**src/rtl/mem_copy_engine_pkg.sv**
```systemverilog
// rtl/mem_copy_engine_pkg.sv - shared state encoding and constants for the copy/fill engine
package mem_copy_engine_pkg;

  typedef enum logic [1:0] {
    ST_IDLE  = 2'd0,
    ST_READ  = 2'd1,
    ST_WRITE = 2'd2,
    ST_DONE  = 2'd3
  } state_e;

  localparam logic MODE_COPY = 1'b0;
  localparam logic MODE_FILL = 1'b1;

  localparam logic [31:0] WORD_BYTES = 32'd4;

  // A byte address is usable only if it sits on a word boundary
  function automatic logic is_aligned(input logic [31:0] addr);
    return addr[1:0] == 2'b00;
  endfunction

endpackage

```
**src/rtl/mem_copy_engine.sv**
```systemverilog
// rtl/mem_copy_engine.sv - word-granular memory copy / constant fill engine
module mem_copy_engine
  import mem_copy_engine_pkg::*;
#(
  parameter int LEN_W = 16
) (
  input  logic             clk,
  input  logic             rst,
  input  logic             start,
  input  logic             mode,
  input  logic [31:0]      src,
  input  logic [31:0]      dst,
  input  logic [LEN_W-1:0] len,
  input  logic [31:0]      fill_val,
  input  logic             abort,
  output logic [31:0]      mem_a,
  output logic [31:0]      mem_wd,
  output logic             mem_we,
  input  logic [31:0]      mem_rd,
  output logic             busy,
  output logic             done,
  output logic             err,
  output logic [LEN_W-1:0] words_done
);

  state_e           state_q, state_d;
  logic [31:0]      src_ptr_q, src_ptr_d;
  logic [31:0]      dst_ptr_q, dst_ptr_d;
  logic [31:0]      buf_q, buf_d;
  logic [31:0]      fill_q, fill_d;
  logic             mode_q, mode_d;
  logic [LEN_W-1:0] rem_q, rem_d;
  logic [LEN_W-1:0] words_done_q, words_done_d;
  logic             err_q, err_d;
  logic [31:0]      mem_a_q, mem_a_d;
  logic [31:0]      mem_wd_q, mem_wd_d;
  logic             mem_we_q, mem_we_d;
  logic             busy_q, busy_d;
  logic             done_q, done_d;

  // Next-state and datapath updates; outputs are then derived from the next state so they register cleanly
  always_comb begin
    state_d      = state_q;
    src_ptr_d    = src_ptr_q;
    dst_ptr_d    = dst_ptr_q;
    buf_d        = buf_q;
    fill_d       = fill_q;
    mode_d       = mode_q;
    rem_d        = rem_q;
    words_done_d = words_done_q;
    err_d        = err_q;

    case (state_q)
      ST_IDLE: begin
        if (start) begin
          src_ptr_d    = src;
          dst_ptr_d    = dst;
          rem_d        = len;
          mode_d       = mode;
          fill_d       = fill_val;
          words_done_d = '0;
          err_d        = 1'b0;
          if (!is_aligned(dst) || (mode == MODE_COPY && !is_aligned(src))) begin
            state_d = ST_DONE;
            err_d   = 1'b1;
          end else if (len == '0) begin
            state_d = ST_DONE;
          end else begin
            state_d = (mode == MODE_COPY) ? ST_READ : ST_WRITE;
          end
        end
      end
      ST_READ: begin
        buf_d = mem_rd;
        if (abort) begin
          state_d = ST_DONE;
          err_d   = 1'b1;
        end else begin
          state_d = ST_WRITE;
        end
      end
      ST_WRITE: begin
        words_done_d = words_done_q + LEN_W'(1);
        src_ptr_d    = src_ptr_q + WORD_BYTES;
        dst_ptr_d    = dst_ptr_q + WORD_BYTES;
        rem_d        = rem_q - LEN_W'(1);
        if (abort) begin
          state_d = ST_DONE;
          err_d   = 1'b1;
        end else if (rem_q == LEN_W'(1)) begin
          state_d = ST_DONE;
        end else begin
          state_d = (mode_q == MODE_COPY) ? ST_READ : ST_WRITE;
        end
      end
      default: begin
        state_d = ST_IDLE;
      end
    endcase

    mem_a_d  = '0;
    mem_wd_d = '0;
    mem_we_d = 1'b0;
    busy_d   = (state_d == ST_READ) || (state_d == ST_WRITE);
    done_d   = (state_d == ST_DONE);
    if (state_d == ST_READ) begin
      mem_a_d = src_ptr_d;
    end else if (state_d == ST_WRITE) begin
      mem_a_d  = dst_ptr_d;
      mem_we_d = 1'b1;
      mem_wd_d = (mode_d == MODE_FILL) ? fill_d : buf_d;
    end
  end

  // All state and registered outputs, cleared asynchronously by reset
  always_ff @(posedge clk or negedge rst) begin
    if (!rst) begin
      state_q      <= ST_IDLE;
      src_ptr_q    <= '0;
      dst_ptr_q    <= '0;
      buf_q        <= '0;
      fill_q       <= '0;
      mode_q       <= MODE_COPY;
      rem_q        <= '0;
      words_done_q <= '0;
      err_q        <= 1'b0;
      mem_a_q      <= '0;
      mem_wd_q     <= '0;
      mem_we_q     <= 1'b0;
      busy_q       <= 1'b0;
      done_q       <= 1'b0;
    end else begin
      state_q      <= state_d;
      src_ptr_q    <= src_ptr_d;
      dst_ptr_q    <= dst_ptr_d;
      buf_q        <= buf_d;
      fill_q       <= fill_d;
      mode_q       <= mode_d;
      rem_q        <= rem_d;
      words_done_q <= words_done_d;
      err_q        <= err_d;
      mem_a_q      <= mem_a_d;
      mem_wd_q     <= mem_wd_d;
      mem_we_q     <= mem_we_d;
      busy_q       <= busy_d;
      done_q       <= done_d;
    end
  end

  assign mem_a      = mem_a_q;
  assign mem_wd     = mem_wd_q;
  assign mem_we     = mem_we_q;
  assign busy       = busy_q;
  assign done       = done_q;
  assign err        = err_q;
  assign words_done = words_done_q;

endmodule

```
**config.mk**
```make
export PLATFORM = sky130hd
export DESIGN_NAME = mem_copy_engine
export DESIGN_NICKNAME = d
export VERILOG_FILES = /design/src/rtl/mem_copy_engine_pkg.sv /design/src/rtl/mem_copy_engine.sv
export SDC_FILE = /design/constraint.sdc
export NUM_CORES = 1
export LEC_CHECK = 0
export CORE_ASPECT_RATIO = 1.4
export CORE_MARGIN = 1
export CORE_UTILIZATION = 25
export DETAILED_ROUTE_END_ITERATION = 10
export GPL_ROUTABILITY_DRIVEN = 0
export PLACE_DENSITY = 0.45
export SKIP_CTS_REPAIR_TIMING = 1
export SLEW_MARGIN = 20
export SYNTH_ARGS = -nofsm -noshare
export SYNTH_HDL_FRONTEND = slang
export SYNTH_SLANG_ARGS = --single-unit
```
**constraint.sdc**
```tcl
create_clock -name clk -period 3.69 [get_ports clk]
set_input_delay 0.5535 -clock clk [delete_from_list [all_inputs] [get_ports clk]]
set_output_delay 0.5535 -clock clk [all_outputs]
set_load 0.02 [all_outputs]
```
==> results of run 1 <==
-- registers in the layout (all words and copies together), names as in the netlist --
register and flops:
words_done 16, busy 1, src_ptr_q 32, buf_q 32
mode_q 1, state_q 2, mem_we 1, done 1
fill_q 32, dst_ptr_q 32, rem_q 16, err 1
mem_wd 32, mem_a 32
-- final timing paths --
| path | end | depth (start not counted) |
|---|---|---|
| worst max-delay path | mem_a[30] | 10 |
| worst min-delay path | fill_q[29] | 1 |
| max in group asynchronous | fill_q[23] | 2 |
| worst min register to register | fill_q[1] | 2 |
| worst max register to register | mem_a[30] | 10 |
| min in group clk | fill_q[1] | 2 |
-- report_power, final --
part	total [uW]	switching, uW	internal (uW)
Clock	2530	1090	1440
Sequential	4590	895	3690
Combinational	6390	3710	2680
-- final cells by class --
| class | count | area, um^2 | share of cell area (%) |
|---|---|---|---|
| sequential | 231 | 5780 | 37.6 |
| tap | 611 | 764 | 4.98 |
| timing repair buffer | 267 | 2640 | 17.2 |
| antenna | 1 | 2.50 | 0.0163 |
| clock inverter | 5 | 63.8 | 0.416 |
| inverter | 16 | 60.1 | 0.391 |
| clock buffer | 39 | 739 | 4.82 |
| multi-input combinational | 843 | 5310 | 34.6 |
-- layer usage --
metal  routed length, um  global-route usage [%]  vias up  part of all wire, %
li1                    -                       -     4570                    -
met1               15900                    20.1     4693                   40
met2               20300                    30.8      244                   51
met3                2470                    4.00       47                  6.2
met4                 898                    5.02        4                  2.3
met5                  26                       0        -                0.066
-- cells in the final DEF (no fill, tap or decap), types with 21 or more instances in the layout --
cell,netlist,routed
a22oi_1,35,35
a21oi_1,61,61
buf_4,1,31
nand2_1,242,242
xor2_1,22,22
xnor2_1,24,24
mux2_2,69,69
a22o_1,31,31
clkbuf_16,0,26
nand3_1,40,40
clkdlybuf4s50_1,0,230
nor2_1,55,54
dfrtp_1,231,231
o21ai_0,41,41
o21ai_1,21,21
-- worst max-delay path, delay by kind of cell (launching register included) --
kind	cells	cell delay, ps
AND/OR/NAND/NOR	5	1450
AO/OA/AOI/OAI	3	530
flip-flops	1	420
buffers and inverters	1	410
adder cells (fa/ha/maj)	1	240
-- stage by stage --
stage          util (%)  area [um^2]  total power (uW)
2_1_floorplan         -        11400              8460
3_3_place_gp       32.3        14600             11000
3_5_place_dp       32.3        14600             11100
4_1_cts            34.1        15400             13700
5_1_grt            34.1        15400             14500
6_report           34.1        15400             13500
-- cell families (layout without fill, tap and decap cells) --
logic type,after synthesis,count (layout),share of synthesized area (%)
other cells,0,1,0
flops,231,231,50.7
buf+inv,88,327,3.05
mux,81,81,7.87
compound gates,262,262,15.2
fa+ha+maj,13,13,1.43
xor+xnor,46,46,3.53
simple gates,441,441,18.2
==> impl_metrics.env, run 1 <==
export IMPL_status="completed"
export IMPL_grt_pass1_wl_um=60800
export IMPL_crit_arrival_ps=3600
export IMPL_finalCriticalPeriod_ps=3130
export IMPL_wire_per_inst_um=19.7
export IMPL_clock_latency_ps=560
export IMPL_syn_nets=1324
export IMPL_crit_path_cell_trace="or4_1 -> nor3_2 -> nand2_1 -> o21ai_1 -> a221oi_1 -> nor2_1 -> ha_1 -> buf_4 -> nand2_1 -> o221ai_1"
export IMPL_yosysWarnings=0
export IMPL_grt_pass1_vias=9974
export IMPL_mappedNetlistArea_um2=11400
export IMPL_portBuffers=232
export IMPL_initialDrtViolationCount=506
export IMPL_clockBufferDepth=3
export IMPL_crit_required_ps=4160
export IMPL_antenna_found_initial=3
export IMPL_worst_setup_path_start_kind="flop"
export IMPL_die_w_um=183
export IMPL_cts_buffers=26
export IMPL_cts_sinks=231
export IMPL_max_cap_violations=0
export IMPL_crit_path_max_fanout=28
export IMPL_totalNegativeSetupSlack_ps=0
export IMPL_routed_wl_um=39600
export IMPL_yosys_register_bits=231
export IMPL_timing_rr_start="rem_q[8]"
export IMPL_synth_top_area_cell="dfrtp_1"
export IMPL_cpMostUsedCell="nand2_1"
export IMPL_hold_ws_ps=18.6
export IMPL_cp_end_kind="flop"
export IMPL_fp_dieH_um=255
export IMPL_core_um2=45000
export IMPL_cts_htree_levels=1
export IMPL_r2r_slack_ps=560
export IMPL_synth_edff_count=0
export IMPL_rsz0062_at_grt="false"
export IMPL_post_route_period_util_pct=84.8
export IMPL_critPathMaxStageDelay_ps=580
export IMPL_yosysTopAreaCellShare_pct=50.7
export IMPL_fmax_mhz=319
export IMPL_hold_path_class="primary input to asynchronous set/reset pin"
export IMPL_slew_headroom_pct=37.0
export IMPL_final_cells=2013
export IMPL_drt_pass1_iter_count=5
export IMPL_crit_start="rem_q[8]"
export IMPL_cts_tree="yes"
export IMPL_syn_inst=1162
export IMPL_overflow=0
export IMPL_critPathSlowestCell="or4_1"
export IMPL_start_util_pct=25.4
export IMPL_dp_hpwl_um=27900
export IMPL_async_flop_share_pct=100
export IMPL_layout_setup_ws_ps=560
export IMPL_path_clk_slew_ps=60
export IMPL_hold_violations=0
export IMPL_die_area_um2=46500
export IMPL_ys_flop_type="dfrtp_1"
export IMPL_finalMaxSlewViolations=0
export IMPL_routed_via_count=9558
export IMPL_dpl_worst_slack_ps=242
export IMPL_grt_usage_pct=17.1
export IMPL_synth_cell_types=68
export IMPL_clockRootBuffer="clkbuf_16"
export IMPL_worstSetupPathType="flop to flop"
export IMPL_drive_above_1_share_pct=12.1
export IMPL_fin_skew_ps=22.7
export IMPL_worst_ir_drop_vdd_mv=0.350
export IMPL_num_io_pins=233
export IMPL_avgSynthCellArea_um2=9.82
export IMPL_area_growth_pct=34.6
export IMPL_core_rowCount=92
export IMPL_drtAntennaViolNets=0
export IMPL_powerDensity_nw_per_um2=880
export IMPL_dpl_cell_count=1968
export IMPL_tightest_slew_ps=945
export IMPL_leakage_uw=0.00634
export IMPL_finalSetupViolations=0
export IMPL_yosysSeqAreaShare_pct=50.7
export IMPL_synth_most_common_cell="nand2_1"
export IMPL_viasPerCell=4.75
export IMPL_yosys_top_cells_count="nand2_1 (242), dfrtp_1 (231), mux2_2 (69), a21oi_1 (61), nor2_1 (55)"
export IMPL_synth_area_leaders="dfrtp_1 (51%), nand2_1 (8.0%), mux2_2 (6.8%)"
export IMPL_grt_max_degree=108
export IMPL_n_fill_cell=4668
export IMPL_layout_nets=1547
export IMPL_drc_errors=0
Note: power is estimated with default switching activity, not from simulation.
==> inputs of run 2 (changes only) <==
==> constraint.sdc (replaced) <==
create_clock -name clk -period 3.1 [get_ports clk]
set_input_delay 0.465 -clock clk [delete_from_list [all_inputs] [get_ports clk]]
set_output_delay 0.465 -clock clk [all_outputs]
set_load 0.02 [all_outputs]
==> impl_metrics.env, run 2 (synthesized netlist as in run 1, its figures left out) <==
export IMPL_grt_max_degree=81
export IMPL_rsz0062_at_grt="false"
export IMPL_post_route_period_util_pct=92.0
export IMPL_crit_required_ps=3530
export IMPL_power_uw=16600
export IMPL_totalNegativeSetupSlack_ps=0
export IMPL_start_util_pct=25.4
export IMPL_max_cap_violations=0
export IMPL_cts_sinks=231
export IMPL_routed_via_count=9680
export IMPL_clockRootBuffer="clkbuf_16"
export IMPL_status="completed"
export IMPL_fp_dieH_um=255
export IMPL_crit_arrival_ps=3280
export IMPL_powerDensity_nw_per_um2=1060
export IMPL_grt_usage_pct=17.2
export IMPL_num_io_pins=233
export IMPL_fmax_mhz=351
export IMPL_core_rowCount=92
export IMPL_final_cells=2036
export IMPL_dpl_worst_slack_ps=-163
export IMPL_hold_violations=0
export IMPL_layout_setup_ws_ps=248
export IMPL_cts_tree="yes"
export IMPL_routed_wl_um=40100
export IMPL_cts_buffers=26
export IMPL_crit_path_max_fanout=6
export IMPL_clockBufferDepth=3
export IMPL_drtAntennaViolNets=0
export IMPL_fin_skew_ps=17.7
export IMPL_initialDrtViolationCount=443
export IMPL_diodes=0
export IMPL_overflow=0
export IMPL_portBuffers=232
export IMPL_path_clk_slew_ps=60
export IMPL_drt_pass1_iter_count=5
export IMPL_antenna_found_initial=4
export IMPL_grt_pass1_vias=10100
export IMPL_layout_nets=1567
export IMPL_dp_hpwl_um=28800
export IMPL_core_um2=45000
export IMPL_cp_end_kind="flop"
export IMPL_worstSetupPathType="flop to flop"
export IMPL_wire_per_inst_um=19.7
export IMPL_finalMaxSlewViolations=0
export IMPL_drc_errors=0
export IMPL_cts_htree_levels=1
export IMPL_critPathMaxStageDelay_ps=610
export IMPL_n_fill_cell=4632
export IMPL_drive_above_1_share_pct=13.9
export IMPL_p_int_uw=9710
export IMPL_mostFrequentLayoutCells="nand2_1 (242), dfrtp_1 (231), clkdlybuf4s50_1 (230)"
export IMPL_critPathSlowestCell="or4_1"
export IMPL_final_common_cell="nand2_1"
export IMPL_leakage_uw=0.00650
export IMPL_clkPwrFrac_pct=19.9
export IMPL_dpl_cell_count=1986
export IMPL_seqPwrFrac_pct=33.0
export IMPL_finalCriticalPeriod_ps=2850
export IMPL_hold_path_class="primary input to flop"
export IMPL_cpMostUsedCell="nand2_1"
export IMPL_finalSetupViolations=0
export IMPL_worst_ir_drop_vdd_mv=0.488
export IMPL_p_comb_share_pct=47.0
export IMPL_slew_headroom_pct=53.6
export IMPL_crit_path_cell_trace="or4_1 -> nor3_2 -> nand2_1 -> o21ai_1 -> a221oi_1 -> or2_1 -> ha_1 -> nor2b_2 -> nand2_1 -> o22a_1 -> o211ai_1"
export IMPL_grt_pass1_wl_um=61000
export IMPL_worst_setup_path_start_kind="flop"
export IMPL_viasPerCell=4.75
export IMPL_die_area_um2=46500
export IMPL_die_w_um=183
export IMPL_clock_latency_ps=550
export IMPL_p_sw_share_pct=41.4
export IMPL_power_switching_uw=6860
export IMPL_area_growth_pct=37.1
export IMPL_tightest_slew_ps=696
## run 2: changes by cell type in the layout (fill, tap and decap cells not counted), moves of 3 or more
cell        delta
clkbuf_1       -6
clkinvlp_4     +3
buf_12         +3
buf_4         +16
bufinv_16      +3
clkinv_2       +5
## run 2: routing by layer
metal / vias to the layer above / GRT usage, % / wire length (um)
li1: 4622 / - / -
met1: 4737 / 19.7 / 16000
met2: 248 / 31.2 / 20300
met3: 67 / 3.88 / 2340
met4: 6 / 6.39 / 1320
met5: - / 0 / 30
## run 2: per-stage QoR
stage	utilization (%)	hold slack, ps	instance area, um^2
2_1_floorplan	-	169	11400
3_3_place_gp	32.7	455	14700
3_5_place_dp	32.7	460	14700
4_1_cts	34.7	-61.1	15600
5_1_grt	34.8	462	15600
6_report	34.8	466	15600
## run 2: final timing paths
kind                              start             to  slack (ps)  cells after the start
max                            rem_q[9]      mem_a[17]         250                     11
min                        fill_val[18]     fill_q[18]         470                      3
max reg2reg                    rem_q[9]      mem_a[17]         250                     11
min reg2reg                  fill_q[27]     fill_q[27]         470                      2
max in group asynchronous           rst  dst_ptr_q[29]        1810                      3
min in group asynchronous           rst      rem_q[10]         520                      2
## run 2: cell type report
| type | instances | area (um^2) | area share (%) |
|---|---|---|---|
| clock buffer | 32 | 714 | 4.57 |
| clock inverter | 16 | 194 | 1.24 |
| inverter | 16 | 60.1 | 0.384 |
| multi-input combinational | 843 | 5310 | 33.9 |
| sequential | 231 | 5780 | 36.9 |
| tap | 611 | 764 | 4.89 |
| timing repair buffer | 287 | 2830 | 18.1 |
## run 2: worst max-delay path, delay by kind of cell, from the launching register on
kind	cells	cell delay, ps
AOI/OAI and AO/OA	4	510
adders and majority gates	1	220
DFF	1	390
and+or+nand+nor	6	1610
## run 2: power by group through the flow
stage / combinational, uW / clock [uW] / sequential [uW]
after CTS: 7920 / 3420 / 5480
after global routing: 8600 / 3510 / 5650
after global placement: 7820 / 0 / 5500
after detailed placement: 7880 / 0 / 5510
final: 7790 / 3300 / 5470
after floorplan: 4480 / 0 / 5590
==> inputs of run 3 (changes only) <==
--- a/config.mk
+++ b/config.mk
@@ -8,6 +8,7 @@
 export CORE_ASPECT_RATIO = 1.4
 export CORE_MARGIN = 1
 export CORE_UTILIZATION = 25
+export CTS_CLUSTER_DIAMETER = 200
 export DETAILED_ROUTE_END_ITERATION = 10
 export GPL_ROUTABILITY_DRIVEN = 0
 export PLACE_DENSITY = 0.45
==> results of run 3 <==
Same layout as run 2: the final DEF is identical, and so are final timing and power.
